## src/rtl/char_drain_tx_pkg.sv

```systemverilog
// Shared definitions for the UART character drain: FSM state encodings and
// the default bit period for a 115200 baud line on a 100 MHz clock.
package char_drain_tx_pkg;

    localparam int DEF_CLKS_PER_BIT = 868;

    typedef logic [2:0] state_t;

    localparam state_t S_IDLE  = 3'd0;
    localparam state_t S_READ  = 3'd1;
    localparam state_t S_LOAD  = 3'd2;
    localparam state_t S_START = 3'd3;
    localparam state_t S_DATA  = 3'd4;
    localparam state_t S_STOP  = 3'd5;

    // States in which the serial line is driving a timed bit period.
    function automatic logic is_bit_state(input state_t s);
        return (s == S_START) || (s == S_DATA) || (s == S_STOP);
    endfunction

endpackage

```

## src/rtl/char_drain_tx_baud_tick.sv

```systemverilog
// Bit-period counter: counts 0..CLKS_PER_BIT-1 and pulses tick_o on the last
// count, restarting from zero on the following cycle.
module baud_tick
    import char_drain_tx_pkg::*;
#(
    parameter int CLKS_PER_BIT = DEF_CLKS_PER_BIT,
    parameter int CTR_WID      = 10
) (
    input  logic clk_i,
    input  logic nrst_i,
    input  logic clr_i,
    output logic tick_o
);

    localparam logic [CTR_WID-1:0] LAST = CTR_WID'(CLKS_PER_BIT - 1);

    logic [CTR_WID-1:0] cnt;

    assign tick_o = (cnt == LAST);

    // NOTE: sequential state is written with <= only, so every register
    // samples the pre-edge value of every other register.
    always_ff @(posedge clk_i) begin
        if (!nrst_i || clr_i || tick_o) begin
            cnt <= '0;
        end else begin
            cnt <= cnt + CTR_WID'(1);
        end
    end

endmodule

```

## src/rtl/char_drain_tx.sv

```systemverilog
// UART transmitter that drains an external character FIFO: one read strobe per
// character, then start bit, DATA_WID data bits LSB first and a stop bit.
module char_drain_tx
    import char_drain_tx_pkg::*;
#(
    parameter int DATA_WID     = 8,
    parameter int CLKS_PER_BIT = DEF_CLKS_PER_BIT,
    parameter int CTR_WID      = 10
) (
    input  logic                clk_i,
    input  logic                nrst_i,
    input  logic                en_i,
    input  logic                fifo_empty_i,
    input  logic [DATA_WID-1:0] fifo_data_i,
    output logic                fifo_rd_o,
    output logic                tx_o,
    output logic                busy_o,
    output logic [7:0]          dbg_tx_count
);

    localparam int IDX_WID = (DATA_WID > 1) ? $clog2(DATA_WID) : 1;
    localparam logic [IDX_WID-1:0] LAST_IDX = IDX_WID'(DATA_WID - 1);

    state_t              state;
    state_t              state_nxt;
    logic [DATA_WID-1:0] shreg;
    logic [IDX_WID-1:0]  bit_idx;
    logic                tick;

    baud_tick #(
        .CLKS_PER_BIT(CLKS_PER_BIT),
        .CTR_WID     (CTR_WID)
    ) u_baud_tick (
        .clk_i (clk_i),
        .nrst_i(nrst_i),
        .clr_i (!is_bit_state(state)),
        .tick_o(tick)
    );

    assign busy_o = (state != S_IDLE);

    always_comb begin
        // NOTE: default first so every path assigns state_nxt and no latch is inferred.
        state_nxt = state;
        case (state)
            S_IDLE:  if (en_i && !fifo_empty_i) state_nxt = S_READ;
            S_READ:  state_nxt = S_LOAD;
            S_LOAD:  state_nxt = S_START;
            S_START: if (tick) state_nxt = S_DATA;
            S_DATA:  if (tick && (bit_idx == LAST_IDX)) state_nxt = S_STOP;
            S_STOP:  if (tick) state_nxt = S_IDLE;
            default: state_nxt = S_IDLE;
        endcase
    end

    always_ff @(posedge clk_i) begin
        if (!nrst_i) begin
            state        <= S_IDLE;
            tx_o         <= 1'b1;
            fifo_rd_o    <= 1'b0;
            dbg_tx_count <= '0;
            shreg        <= '0;
            bit_idx      <= '0;
        end else begin
            state     <= state_nxt;
            // S_READ is only ever entered from S_IDLE, giving one strobe per character.
            fifo_rd_o <= (state_nxt == S_READ);

            // The line follows the current state, one cycle behind it.
            case (state)
                S_START: tx_o <= 1'b0;
                S_DATA:  tx_o <= shreg[0];
                default: tx_o <= 1'b1;
            endcase

            if (state == S_LOAD) begin
                shreg   <= fifo_data_i;
                bit_idx <= '0;
            end else if ((state == S_DATA) && tick) begin
                shreg   <= shreg >> 1;
                bit_idx <= bit_idx + IDX_WID'(1);
            end

            if ((state == S_STOP) && tick) begin
                dbg_tx_count <= dbg_tx_count + 8'd1;
            end
        end
    end

endmodule

```

## config.mk

```make
export PLATFORM = sky130hd
export DESIGN_NAME = char_drain_tx
export DESIGN_NICKNAME = d
export VERILOG_FILES = /design/src/rtl/char_drain_tx_pkg.sv /design/src/rtl/char_drain_tx_baud_tick.sv /design/src/rtl/char_drain_tx.sv
export SDC_FILE = /design/constraint.sdc
export NUM_CORES = 1
export LEC_CHECK = 0
export BUFFER_PORTS_ARGS = -buffer_cell sky130_fd_sc_hd__buf_2
export CAP_MARGIN = 20
export CORE_ASPECT_RATIO = 0.9
export CORE_MARGIN = 10
export CORE_UTILIZATION = 40
export CTS_CLUSTER_SIZE = 24
export DETAILED_ROUTE_END_ITERATION = 12
export GPL_ROUTABILITY_DRIVEN = 0
export PLACE_DENSITY_LB_ADDON = 0.2
export SKIP_LAST_GASP = 1
export SLEW_MARGIN = 15
export SYNTH_ARGS = -nofsm -noshare
export SYNTH_HDL_FRONTEND = slang
export SYNTH_SLANG_ARGS = --single-unit
```

## constraint.sdc

```tcl
create_clock -name clk_i -period 4.2 [get_ports clk_i]
set_input_delay 0.21 -clock clk_i [delete_from_list [all_inputs] [get_ports clk_i]]
set_output_delay 0.21 -clock clk_i [all_outputs]
set_load 0.02 [all_outputs]
```

==> results of run 1 <==
==> area by class of cell <==
type | count | area [µm²] | area share
clock inverter | 1 | 5.005 | 0.002762
clock buffer | 7 | 86.33 | 0.04765
sequential | 34 | 680.7 | 0.3757
tap | 46 | 57.56 | 0.03177
inverter | 7 | 26.28 | 0.01450
multi-input combinational | 128 | 838.3 | 0.4627
timing repair buffer | 23 | 117.6 | 0.06492
==> cells in the mapped netlist (2+ instances only) <==
| master | number | share of area |
|---|---|---|
| sky130_fd_sc_hd__inv_1 | 7 | 0.017 |
| sky130_fd_sc_hd__or3_1 | 4 | 0.016 |
| sky130_fd_sc_hd__nor3_1 | 3 | 0.0095 |
| sky130_fd_sc_hd__nand3b_1 | 2 | 0.0095 |
| sky130_fd_sc_hd__and3_1 | 2 | 0.0080 |
| sky130_fd_sc_hd__xnor2_1 | 8 | 0.045 |
| sky130_fd_sc_hd__xor2_1 | 3 | 0.017 |
| sky130_fd_sc_hd__dfxtp_1 | 34 | 0.43 |
| sky130_fd_sc_hd__ha_1 | 4 | 0.032 |
| sky130_fd_sc_hd__and2_1 | 2 | 0.0080 |
| sky130_fd_sc_hd__o31ai_1 | 2 | 0.0095 |
| sky130_fd_sc_hd__buf_2 | 3 | 0.0095 |
| sky130_fd_sc_hd__o21ai_0 | 14 | 0.045 |
| sky130_fd_sc_hd__nand4_1 | 3 | 0.012 |
| sky130_fd_sc_hd__nor2_1 | 19 | 0.045 |
| sky130_fd_sc_hd__clkbuf_1 | 5 | 0.012 |
| sky130_fd_sc_hd__nand2_1 | 11 | 0.026 |
| sky130_fd_sc_hd__nor2b_1 | 3 | 0.012 |
| sky130_fd_sc_hd__nand3_1 | 6 | 0.019 |
| sky130_fd_sc_hd__mux2i_1 | 9 | 0.057 |
| sky130_fd_sc_hd__or4_1 | 4 | 0.019 |
| sky130_fd_sc_hd__a21oi_1 | 16 | 0.051 |
| sky130_fd_sc_hd__nor4_1 | 3 | 0.012 |
| sky130_fd_sc_hd__o211ai_1 | 2 | 0.0095 |
==> logic make-up (layout without fill, tap and decap cells) <==
family,Yosys count,count (layout),share of synthesized area
XOR/XNOR,11,11,0.06126
AO/OA/AOI/OAI,36,36,0.1273
buffers and inverters,15,38,0.03819
adder cells (fa/ha/maj),4,4,0.03182
AND/OR/NAND/NOR,68,68,0.2514
flip-flops,34,34,0.4328
multiplexers,9,9,0.05728
==> through the flow <==
stage	hold WS, ps	area, µm²
after CTS	206.6	1812
after global placement	444.7	1720
after floorplan	347.3	1573
final	211.6	1812
after global routing	210.0	1812
after detailed placement	454.9	1720
==> worst reg2reg max path, cell delays in order (launching register included) <==
cell and delay (ps):
sky130_fd_sc_hd__dfxtp_1 370, sky130_fd_sc_hd__ha_1 290, sky130_fd_sc_hd__nand4b_4 170, sky130_fd_sc_hd__or4_1 600
sky130_fd_sc_hd__or4_1 530, sky130_fd_sc_hd__a21oi_1 140
==> worst max path at each step <==
stage	endpoint	slack, ps	cells past startpoint
2_1_floorplan	dbg_tx_count[5]	2160	6
3_3_place_gp	dbg_tx_count[5]	2100	5
3_5_place_dp	dbg_tx_count[5]	2040	5
4_1_cts	dbg_tx_count[5]	2020	5
5_1_grt	dbg_tx_count[5]	1850	5
6_report	dbg_tx_count[5]	2030	5
==> power groups by stage <==
stage | Sequential [mW] | Clock [mW] | Combinational, mW
final | 0.339 | 0.239 | 0.0359
after global routing | 0.340 | 0.267 | 0.0401
after CTS | 0.339 | 0.248 | 0.0364
after detailed placement | 0.346 | 0 | 0.0363
after global placement | 0.346 | 0 | 0.0354
after floorplan | 0.344 | 0 | 0.0254
==> state kept, by name, indices dropped and copies added (netlist names) <==
| signal | cells |
|---|---|
| u_baud_tick.cnt | 10 |
| dbg_tx_count | 8 |
| shreg | 8 |
| bit_idx | 3 |
| state | 3 |
| fifo_rd_o | 1 |
| tx_o | 1 |
==> routing by layer <==
metal,up-vias,share of wire,wire length (µm),GRT usage
li1,671,-,-,-
met1,582,0.46,1422,0.1149
met2,12,0.48,1465,0.1464
met3,2,0.050,152,0.04490
met4,0,0.0088,27,0.04276
met5,-,0,0,0
==> placed cells by master (no fill, tap or decap), drive strengths merged, types with 2 or more instances in the layout <==
master / Yosys / routed
inv: 7 / 7
ha: 4 / 4
or4: 5 / 5
o31ai: 2 / 2
nand4: 3 / 3
dfxtp: 34 / 34
nand3: 6 / 6
nand2: 11 / 11
nor3: 3 / 3
and2: 2 / 2
xor2: 3 / 3
buf: 3 / 23
o211ai: 2 / 2
a21oi: 16 / 16
nor4: 3 / 3
o21ai: 14 / 14
clkbuf: 5 / 7
nand3b: 2 / 2
xnor2: 8 / 8
mux2i: 9 / 9
nor2b: 3 / 3
nor2: 19 / 19
or3: 5 / 5
and3: 2 / 2
==> out/qor.log, run 1 <==
qor: outcome.status complete, no violations
qor: critical_path.timing.critical_path.slowest_stage_cell sky130_fd_sc_hd__or4_1
qor: detailed_routing.post-route-drc-count 0
qor: global_route.number_of_global_route_vias_before_repair 1258
qor: critical_path.worst_r2r_endpoint dbg_tx_count[5]
qor: clock_network.post_cts.repair.setup_buffers 0
qor: detailed_routing.detail-route-antenna-nets 0
qor: critical_path.reg2reg_setup_slack 2030 ps
qor: global_route.overflow 0
qor: clock_network.cts-buffers-inserted 5
qor: power_and_ir_drop.power.share.clock 0.390
qor: power_and_ir_drop.leakagePower 0.6615 nW
qor: floorplan.fp.dieW 86.10 µm
qor: floorplan.core.rowCount 21
qor: yosys.postSynthCellCount 177
qor: critical_path.cp_common_cell sky130_fd_sc_hd__or4_1
qor: critical_path.timing.critical_path.cells ha_1, nand4b_4, or4_1, or4_1, a21oi_1
qor: detailed_routing.route.detailed.wl_per_inst 12.47 µm
qor: yosys.postSynth.asyncResetShare 0
qor: min_path.hold_path_depth 3
qor: clock_network.clock_sink_count 34
qor: sta.fin_crit_sh 0.5174
qor: power_and_ir_drop.vdd_drop_max 191.8 µV
qor: power_and_ir_drop.finalPower 614.3 µW
qor: cells_and_area.utilization 0.4822
qor: detailed_routing.detail_route.first_pass.iterations 4
qor: placement.placement.setup.worst_slack 2038 ps
qor: clock_network.clock_path_buffers 2
qor: placement.dpl.cell_count 238
qor: critical_path.worstReg2RegStart u_baud_tick.cnt[0]
qor: critical_path.worst_path_dominant_cell_family simple AND/OR/NAND/NOR gates
qor: detailed_routing.detailroute.via_count 1267
qor: power_and_ir_drop.sequentialPowerShare 0.552
qor: clock_network.clk_transition_reported_paths 70 ps
qor: floorplan.die-area 6843 µm²
qor: placement.placement.io_buffers 22
qor: sta.period_minus_slack 2173 ps
qor: critical_path.worstSetupPathType flip-flop to flip-flop
qor: critical_path.timing.critical_path.fanout_max 7
qor: min_path.timing.hold.worst_endpoint shreg[7]
qor: flow_run.drv_cap 0
qor: yosys.netlist-cell-type-count 32
qor: cells_and_area.syn_to_final_growth 15.20%
qor: global_route.largest_net_degree_at_the_start_of_global_routing 17
qor: power_and_ir_drop.power_density_normalized_to_cell_area 339.1 nW/µm²
qor: clock_network.cts_hold_buf 0
qor: placement.place.detailed.hpwl 2353 µm
qor: critical_path.cpPeakStageDelay 600 ps
qor: floorplan.core_area 3757 µm²
qor: detailed_routing.post_drt_via_cell_ratio 5.150
qor: sta.hold_viol_final 0
qor: power_and_ir_drop.power.combinational.fraction 0.058
qor: yosys.postSynthNetCount 193
qor: clock_network.post_cts_resized 0
qor: cells_and_area.final_net_count 215
qor: critical_path.crit_path_start_kind flip-flop
qor: sta.report.final.slew_viol_count 0
qor: sta.grt_setup_unrepaired no
qor: critical_path.setup_crit_end_kind flip-flop
qor: detailed_routing.drt-initial-drc-count 65
qor: cells_and_area.antennaDiodeCount 0
qor: floorplan.initial_utilization 0.4186
qor: min_path.hold_class input port to flip-flop
qor: yosys.ys.warnings.count 0
qor: critical_path.critPathBufInv 0
qor: critical_path.crit_arrival 2380 ps
qor: clock_network.htreeDepth 2
qor: global_route.groute.usage.overall 0.09695
qor: clock_network.clock_root_cell sky130_fd_sc_hd__clkbuf_8
qor: floorplan.design.portCount 23
qor: detailed_routing.routed_wirelength 3068 µm
qor: cells_and_area.filler_cell_count 369
qor: critical_path.critPathLaunch u_baud_tick.cnt[0]
qor: power_and_ir_drop.netSwitchingPower 135.9 µW
qor: critical_path.ff2ff_path_depth 5
qor: critical_path.required_time_of_the_critical_path 4410 ps
qor: power_and_ir_drop.intPower 478.4 µW
qor: yosys.post_synth_instance_area 1573 µm²
qor: global_route.grt_antenna_before_repair 0
qor: yosys.synth-edff-count 0
qor: yosys.yosys_register_bits 34
qor: power_and_ir_drop.switching_share 0.2212
qor: sta.timing.final.ws_setup 2027 ps
qor: sta.slew_headroom 0.4816
qor: yosys.synth_ff_type sky130_fd_sc_hd__dfxtp_1
qor: yosys.synth_area_per_cell 8.886 µm²
qor: sta.max_clock_freq 460.2 MHz
qor: clock_network.clock_latency 270 ps
qor: clock_network.cts_tree yes
qor: sta.clock_skew 4.424 ps
qor: cells_and_area.final_layout_size_suffix_gt1_frac 0.1750
qor: sta.setup-violations-final 0
qor: cells_and_area.instances_no_fill 246
qor: sta.timing_worst_slew_pin_value 774.2 ps
qor: global_route.first_pass_grt_wire_length 5430 µm
qor: yosys.ys_seq_area_frac 0.4328
qor: min_path.worstHoldStart fifo_data_i[7]
qor: sta.total_negative_setup_slack 0 ps
qor: floorplan.chipHeight 79.49 µm
No activity file was read; power rests on OpenSTA's default activity.
==> run 2: changes to the inputs <==
Clock period 4.2 ns to 1.9 ns, I/O delays scaled along.
==> run 2 against run 1 <==
Against the previous run: sequential power grew 120%; total power grew 130%; register-to-register slack lost 1900 ps; cell count grew 6.5%; via count grew 8.9%; clock skew grew 0.90 ps; count of clock-buffer cells in the layout is the same.
==> out/qor.log, run 2 (synthesis results as in run 1) <==
qor: clock_network.cts_tree yes
qor: global_route.largest_net_degree_at_the_start_of_global_routing 17
qor: power_and_ir_drop.vdd_drop_max 337.1 µV
qor: detailed_routing.drt-initial-drc-count 83
qor: critical_path.cpPeakStageDelay 500 ps
qor: sta.report.final.slew_viol_count 0
qor: detailed_routing.detail-route-antenna-nets 0
qor: floorplan.design.portCount 23
qor: cells_and_area.final_layout_size_suffix_gt1_frac 0.2731
qor: sta.max_clock_freq 551.4 MHz
qor: critical_path.critPathLaunch u_baud_tick.cnt[0]
qor: floorplan.core_area 3757 µm²
qor: detailed_routing.post-route-drc-count 0
qor: detailed_routing.route.detailed.wl_per_inst 13.79 µm
qor: cells_and_area.final_net_count 231
qor: critical_path.worstSetupPathType flip-flop to flip-flop
qor: critical_path.timing.critical_path.cells ha_4, nand4b_4, or4_4, or4_1, a21oi_1
qor: sta.timing_worst_slew_pin_value 439.7 ps
qor: critical_path.crit_path_start_kind flip-flop
qor: power_and_ir_drop.sequentialPowerShare 0.537
qor: critical_path.timing.critical_path.fanout_max 4
qor: cells_and_area.layout_top_registers u_baud_tick.cnt (10), dbg_tx_count (8), shreg (8)
qor: sta.hold_viol_final 0
qor: floorplan.fp.dieW 86.10 µm
qor: critical_path.worstReg2RegStart u_baud_tick.cnt[0]
qor: clock_network.clock_latency 280 ps
qor: global_route.first_pass_grt_wire_length 6092 µm
qor: critical_path.critical_path.endpoint dbg_tx_count[5]
qor: critical_path.setup_crit_end_kind flip-flop
qor: min_path.hold_class input port to flip-flop
qor: clock_network.clock_root_cell sky130_fd_sc_hd__clkbuf_8
qor: critical_path.crit_cells 5
qor: sta.period_minus_slack 1813 ps
qor: clock_network.cts-buffers-inserted 5
qor: cells_and_area.antennaDiodeCount 0
qor: power_and_ir_drop.power.combinational.fraction 0.070
qor: clock_network.clock_path_buffers 2
qor: global_route.groute.usage.overall 0.1072
qor: cells_and_area.mostFrequentLayoutCell sky130_fd_sc_hd__dfxtp_1
qor: clock_network.htreeDepth 2
qor: cells_and_area.mostFrequentLayoutCells sky130_fd_sc_hd__dfxtp_1 (32), sky130_fd_sc_hd__buf_2 (22), sky130_fd_sc_hd__nor2_1 (19)
qor: sta.grt_setup_unrepaired no
qor: critical_path.required_time_of_the_critical_path 2110 ps
qor: outcome.status complete, no violations
qor: power_and_ir_drop.switching_share 0.2318
qor: cells_and_area.flip_flop_count_of_the_largest_register_all_copies_and_words_added 10
qor: global_route.overflow 0
qor: clock_network.clock_sink_count 34
qor: placement.place.detailed.hpwl 2747 µm
qor: placement.dpl.cell_count 251
qor: power_and_ir_drop.power.share.clock 0.393
qor: placement.placement.setup.worst_slack 8.441 ps
qor: global_route.met1_usage 0.1237
qor: critical_path.reg2reg_setup_slack 90 ps
qor: cells_and_area.utilization 0.5241
qor: critical_path.ff2ff_path_depth 5
qor: floorplan.die-area 6843 µm²
qor: critical_path.worst_r2r_endpoint dbg_tx_count[5]
qor: sta.slew_headroom 0.7062
qor: global_route.grt_antenna_before_repair 0
qor: detailed_routing.detailroute.via_count 1380
qor: sta.clock_skew 5.327 ps
qor: sta.timing.final.ws_setup 86.59 ps
qor: critical_path.critPathBufInv 0
qor: floorplan.initial_utilization 0.4186
qor: flow_run.drv_cap 0
qor: power_and_ir_drop.intPower 1.063 mW
qor: global_route.grt_most_used_layer met2
qor: clock_network.clk_transition_reported_paths 70 ps
qor: global_route.global_route.usage.met3 0.03367
qor: power_and_ir_drop.netSwitchingPower 320.7 µW
qor: cells_and_area.instances_no_fill 262
qor: cells_and_area.syn_to_final_growth 25.22%
qor: detailed_routing.detail_route.first_pass.iterations 5
qor: critical_path.timing.critical_path.slowest_stage_cell sky130_fd_sc_hd__or4_1
qor: cells_and_area.reg_with_most_ffs u_baud_tick.cnt
qor: global_route.grt.met2_usage 0.1783
qor: critical_path.worst_path_dominant_cell_family simple AND/OR/NAND/NOR gates
qor: global_route.number_of_global_route_vias_before_repair 1361
qor: power_and_ir_drop.power_density_normalized_to_cell_area 702.6 nW/µm²
qor: sta.setup-violations-final 0
qor: critical_path.crit_arrival 2020 ps
qor: placement.placement.io_buffers 22
qor: power_and_ir_drop.leakagePower 0.7475 nW
qor: sta.total_negative_setup_slack 0 ps
qor: floorplan.core.rowCount 21
qor: detailed_routing.post_drt_via_cell_ratio 5.267
qor: sta.fin_crit_sh 0.9544
qor: floorplan.chipHeight 79.49 µm
qor: detailed_routing.routed_wirelength 3614 µm
## run 2: cell types whose count changed in the layout (fill, tap and decap cells not counted), sizes merged
cell and change:
buf +16
## run 2: cell type report
cell class | count | area [µm²]
Timing Repair Buffer | 39 | 237.7
Sequential cell | 34 | 683.2
Fill cell | 381 | 1788
Tap cell | 46 | 57.56
Clock buffer | 7 | 86.33
Multi-Input combinational cell | 128 | 873.3
Clock inverter | 1 | 5.005
Inverter | 7 | 26.28
## run 2: worst min-delay path by stage
stage               end           start  cells after the start  slack (ps)
6_report       shreg[3]  fifo_data_i[3]                      3         100
3_5_place_dp   shreg[2]  fifo_data_i[2]                      3         390
3_3_place_gp   shreg[3]  fifo_data_i[3]                      3         380
5_1_grt        shreg[7]  fifo_data_i[7]                      3         110
2_1_floorplan  state[1]          nrst_i                      2         230
4_1_cts        shreg[2]  fifo_data_i[2]                      3         100
## run 2: tightest hold or removal path, stage by stage
cell                      delay, ps
sky130_fd_sc_hd__buf_2           70
sky130_fd_sc_hd__o21ai_0         70
sky130_fd_sc_hd__a21oi_1        100
## run 2: stage by stage
| stage | power, mW | cell area (µm²) | hold slack (ps) |
|---|---|---|---|
| final | 1.384 | 1969 | 102.7 |
| after global routing | 1.447 | 1969 | 107.7 |
| after CTS | 1.397 | 1939 | 102.1 |
| after detailed placement | 0.8546 | 1833 | 392.2 |
| after global placement | 0.8485 | 1833 | 378.6 |
| after floorplan | 0.8164 | 1588 | 232.3 |
## run 2: power by group through the flow
| stage | logic (mW) | registers [mW] | clock network, mW |
|---|---|---|---|
| after detailed placement | 0.0948 | 0.760 | 0 |
| after global routing | 0.109 | 0.745 | 0.593 |
| final | 0.0967 | 0.743 | 0.544 |
| after global placement | 0.0901 | 0.758 | 0 |
| after CTS | 0.0963 | 0.743 | 0.557 |
| after floorplan | 0.0562 | 0.760 | 0 |
## run 2: timing repair
item,in CTS,in global routing
pin swaps,0,5
setup buffers,2,1
hold buffers,0,0
endpoints found under the setup margin,2,4
resized for setup,0,6
endpoints found under the hold margin,0,0
## run 2: layer usage
layer | share of wire | wire [µm] | vias to the layer above
met5 | 0 | 0 | -
met4 | 0.013 | 46 | 0
met3 | 0.031 | 113 | 5
met2 | 0.51 | 1830 | 21
met1 | 0.45 | 1623 | 650
li1 | - | - | 704
==> run 3: changes to the inputs <==
Settings changed: SYNTH_HIERARCHICAL from default to 1.
==> run 3 against run 2 <==
Against the previous run: count of clock-buffer cells in the layout increased by 1; setup slack gained 38 ps; critical path depth up 3; combinational power shrank 16%; synthesized cell count is 2.3% higher; largest cell class unchanged; highest routed layer unchanged.
==> out/qor.log, run 3 <==
qor: min_path.timing.hold.worst_endpoint shreg[1]
qor: clock_network.clock_root_cell sky130_fd_sc_hd__clkbuf_8
qor: cells_and_area.syn_to_final_growth 23.31%
qor: floorplan.core.rowCount 21
qor: global_route.number_of_global_route_vias_before_repair 1303
qor: yosys.postSynthCellCount 181
qor: yosys.postSynth.asyncResetShare 0
qor: cells_and_area.final_net_count 230
qor: yosys.netlist-cell-type-count 41
qor: critical_path.worstSetupPathType flip-flop to flip-flop
qor: sta.fin_crit_sh 0.9345
qor: global_route.groute.usage.overall 0.09514
qor: sta.hold_viol_final 0
qor: sta.period_minus_slack 1776 ps
qor: floorplan.initial_utilization 0.4227
qor: critical_path.setup_crit_end_kind flip-flop
qor: floorplan.design.portCount 23
qor: clock_network.htreeDepth 2
qor: yosys.ys_seq_area_frac 0.4227
qor: min_path.worstHoldStart fifo_data_i[1]
qor: global_route.largest_net_degree_at_the_start_of_global_routing 25
qor: clock_network.clock_latency 280 ps
qor: clock_network.clk_transition_reported_paths 70 ps
qor: cells_and_area.cell_area_after_layout 1986 µm²
qor: cells_and_area.flip_flop_count_of_the_largest_register_all_copies_and_words_added 10
qor: critical_path.crit_arrival 1940 ps
qor: critical_path.timing.critical_path.fanout_max 5
qor: placement.place.detailed.hpwl 2437 µm
qor: yosys.synth_top_area_share 0.4227
qor: yosys.synth.top_cells.by_count sky130_fd_sc_hd__dfxtp_1 (34), sky130_fd_sc_hd__nand2_1 (29), sky130_fd_sc_hd__o21ai_0 (15), sky130_fd_sc_hd__nand3_1 (10)
qor: yosys.ys.warnings.count 6
qor: placement.placedInstanceArea 1785 µm²
qor: yosys.synth_adder_area_share 0.03108
qor: cells_and_area.mostFrequentLayoutCells sky130_fd_sc_hd__dfxtp_1 (31), sky130_fd_sc_hd__nand2_1 (29), sky130_fd_sc_hd__buf_2 (22)
qor: yosys.synth-edff-count 0
qor: min_path.hold_path_depth 3
qor: sta.clock_skew 6.410 ps
qor: flow_run.drv_cap 0
qor: power_and_ir_drop.leakagePower 0.8284 nW
qor: sta.max_clock_freq 563.2 MHz
qor: critical_path.worst_r2r_endpoint fifo_rd_o
qor: global_route.overflow 0
qor: cells_and_area.layout_top_registers u_baud_tick/cnt (10), dbg_tx_count (8), shreg (8)
qor: sta.report.final.slew_viol_count 0
qor: clock_network.cts-buffers-inserted 5
qor: sta.slew_headroom 0.6191
qor: clock_network.cts_hold_buf 0
qor: global_route.grt_antenna_before_repair 0
qor: min_path.hold_class input port to flip-flop
qor: cells_and_area.final_layout_size_suffix_gt1_frac 0.2605
qor: yosys.synth_area_per_cell 8.897 µm²
qor: detailed_routing.drt-initial-drc-count 58
qor: yosys.ys_top_cells_by_area sky130_fd_sc_hd__dfxtp_1 (42%), sky130_fd_sc_hd__nand2_1 (6.8%), sky130_fd_sc_hd__o21ai_0 (4.7%)
qor: detailed_routing.detailroute.via_count 1384
qor: yosys.post_synth_instance_area 1610 µm²
qor: clock_network.clock_path_buffers 2
qor: critical_path.reg2reg_setup_slack 120 ps
qor: detailed_routing.post_drt_via_cell_ratio 5.303
qor: yosys.yosys-mux-area-fraction 0.01243
qor: critical_path.crit_path_start_kind flip-flop
qor: detailed_routing.detail_route.first_pass.iterations 4
qor: sta.grt_setup_unrepaired no
qor: detailed_routing.detail-route-antenna-nets 0
qor: yosys.synthDominantAreaCellType sky130_fd_sc_hd__dfxtp_1
qor: yosys.synth_top_family_by_area simple AND/OR/NAND/NOR gates
qor: critical_path.ff2ff_path_depth 8
qor: critical_path.worstReg2RegStart u_baud_tick/cnt[7]
qor: yosys.synth_simple_gate_area_frac 0.3015
qor: yosys.synth_ff_type sky130_fd_sc_hd__dfxtp_1
qor: global_route.first_pass_grt_wire_length 5554 µm
qor: yosys.yosys_register_bits 34
qor: cells_and_area.reg_with_most_ffs u_baud_tick/cnt
qor: floorplan.core_area 3810 µm²
qor: power_and_ir_drop.power_density_normalized_to_cell_area 730.0 nW/µm²
qor: yosys.synthesized_area_fraction_occupied_by_ao_oa_aoi_and_oai_cells 0.1453
qor: yosys.yosysMostFrequentCell sky130_fd_sc_hd__dfxtp_1
qor: floorplan.die-area 6967 µm²
qor: detailed_routing.routed_wirelength 3506 µm
qor: sta.total_negative_setup_slack 0 ps
qor: sta.setup-violations-final 0
qor: detailed_routing.post-route-drc-count 0
qor: critical_path.required_time_of_the_critical_path 2070 ps
qor: yosys.postSynthNetCount 197
qor: cells_and_area.mostFrequentLayoutCell sky130_fd_sc_hd__dfxtp_1
qor: placement.placement.io_buffers 22
qor: floorplan.fp.dieW 86.88 µm
qor: yosys.synth-xor-area-share 0.04895
qor: clock_network.cts_tree yes
qor: outcome.status complete, no violations
qor: power_and_ir_drop.vdd_drop_max 625.6 µV
qor: sta.timing_worst_slew_pin_value 570.6 ps
qor: detailed_routing.route.detailed.wl_per_inst 13.43 µm
qor: floorplan.chipHeight 80.19 µm
qor: clock_network.clock_sink_count 34
qor: cells_and_area.antennaDiodeCount 0
[run 3: cell type report]
type	instances	area (µm²)
fill	374	1824
timing repair buffer	33	196.4
tap	46	57.56
inverter	3	11.26
clock buffer	8	110.1
multi-input combinational	137	925.9
sequential	34	684.4
[run 3: how the worst max path moves through the flow]
stage,start,to,slack [ps]
after global routing,u_baud_tick/cnt[6],fifo_rd_o,20
after global placement,u_baud_tick/cnt[3],dbg_tx_count[7],80
after floorplan,u_baud_tick/cnt[0],dbg_tx_count[7],3
after detailed placement,u_baud_tick/cnt[1],dbg_tx_count[7],5
after CTS,u_baud_tick/cnt[1],dbg_tx_count[7],2
final,u_baud_tick/cnt[7],fifo_rd_o,120
[run 3: cell families after synthesis]
logic type	count (synthesis)
xor+xnor	9
compound gates	37
mux	2
flops	34
buf+inv	11
fa+ha+maj	4
simple gates	84
[run 3: where the power goes]
group / leakage, nW / total, mW / internal (mW) / switching [mW]
clock network: 0.0575 / 0.619 / 0.366 / 0.253
registers: 0.277 / 0.749 / 0.731 / 0.0183
logic: 0.494 / 0.0814 / 0.0372 / 0.0441
[run 3: worst max-delay path, cell delays in order, from the launching register on]
cell and delay, ps:
sky130_fd_sc_hd__dfxtp_1 410, sky130_fd_sc_hd__nand4bb_4 200, sky130_fd_sc_hd__nor3_4 50, sky130_fd_sc_hd__buf_4 130, sky130_fd_sc_hd__buf_4 140, sky130_fd_sc_hd__nand4b_1 100
sky130_fd_sc_hd__o21ai_1 80, sky130_fd_sc_hd__or3_1 360, sky130_fd_sc_hd__and4b_1 200
[run 3: metrics by stage]
step,cells,hold slack [ps],worst slack [ps],utilization,power [mW]
after CTS,256,122.5,2.214,0.4975,1.462
after global placement,248,398.6,75.08,0.4686,0.8408
after floorplan,181,218.6,2.730,-,0.8191
after global routing,261,139.4,19.10,0.5212,1.507
final,261,125.5,124.5,0.5212,1.450
after detailed placement,248,412.8,4.717,0.4686,0.8446
[run 3: per-layer routing]
metal	wire, µm	share of wire	up-vias	GRT usage
met2	1537	0.44	18	0.1486
met5	0	0	-	0
li1	-	-	710	-
met4	22	0.0063	0	0.03236
met3	207	0.059	2	0.04743
met1	1738	0.50	654	0.1101
[run 3: timing repair]
| item | CTS | global route |
|---|---|---|
| gates resized for setup | 0 | 12 |
| setup endpoints to repair | 0 | 12 |
| buffers inserted | 0 | 3 |
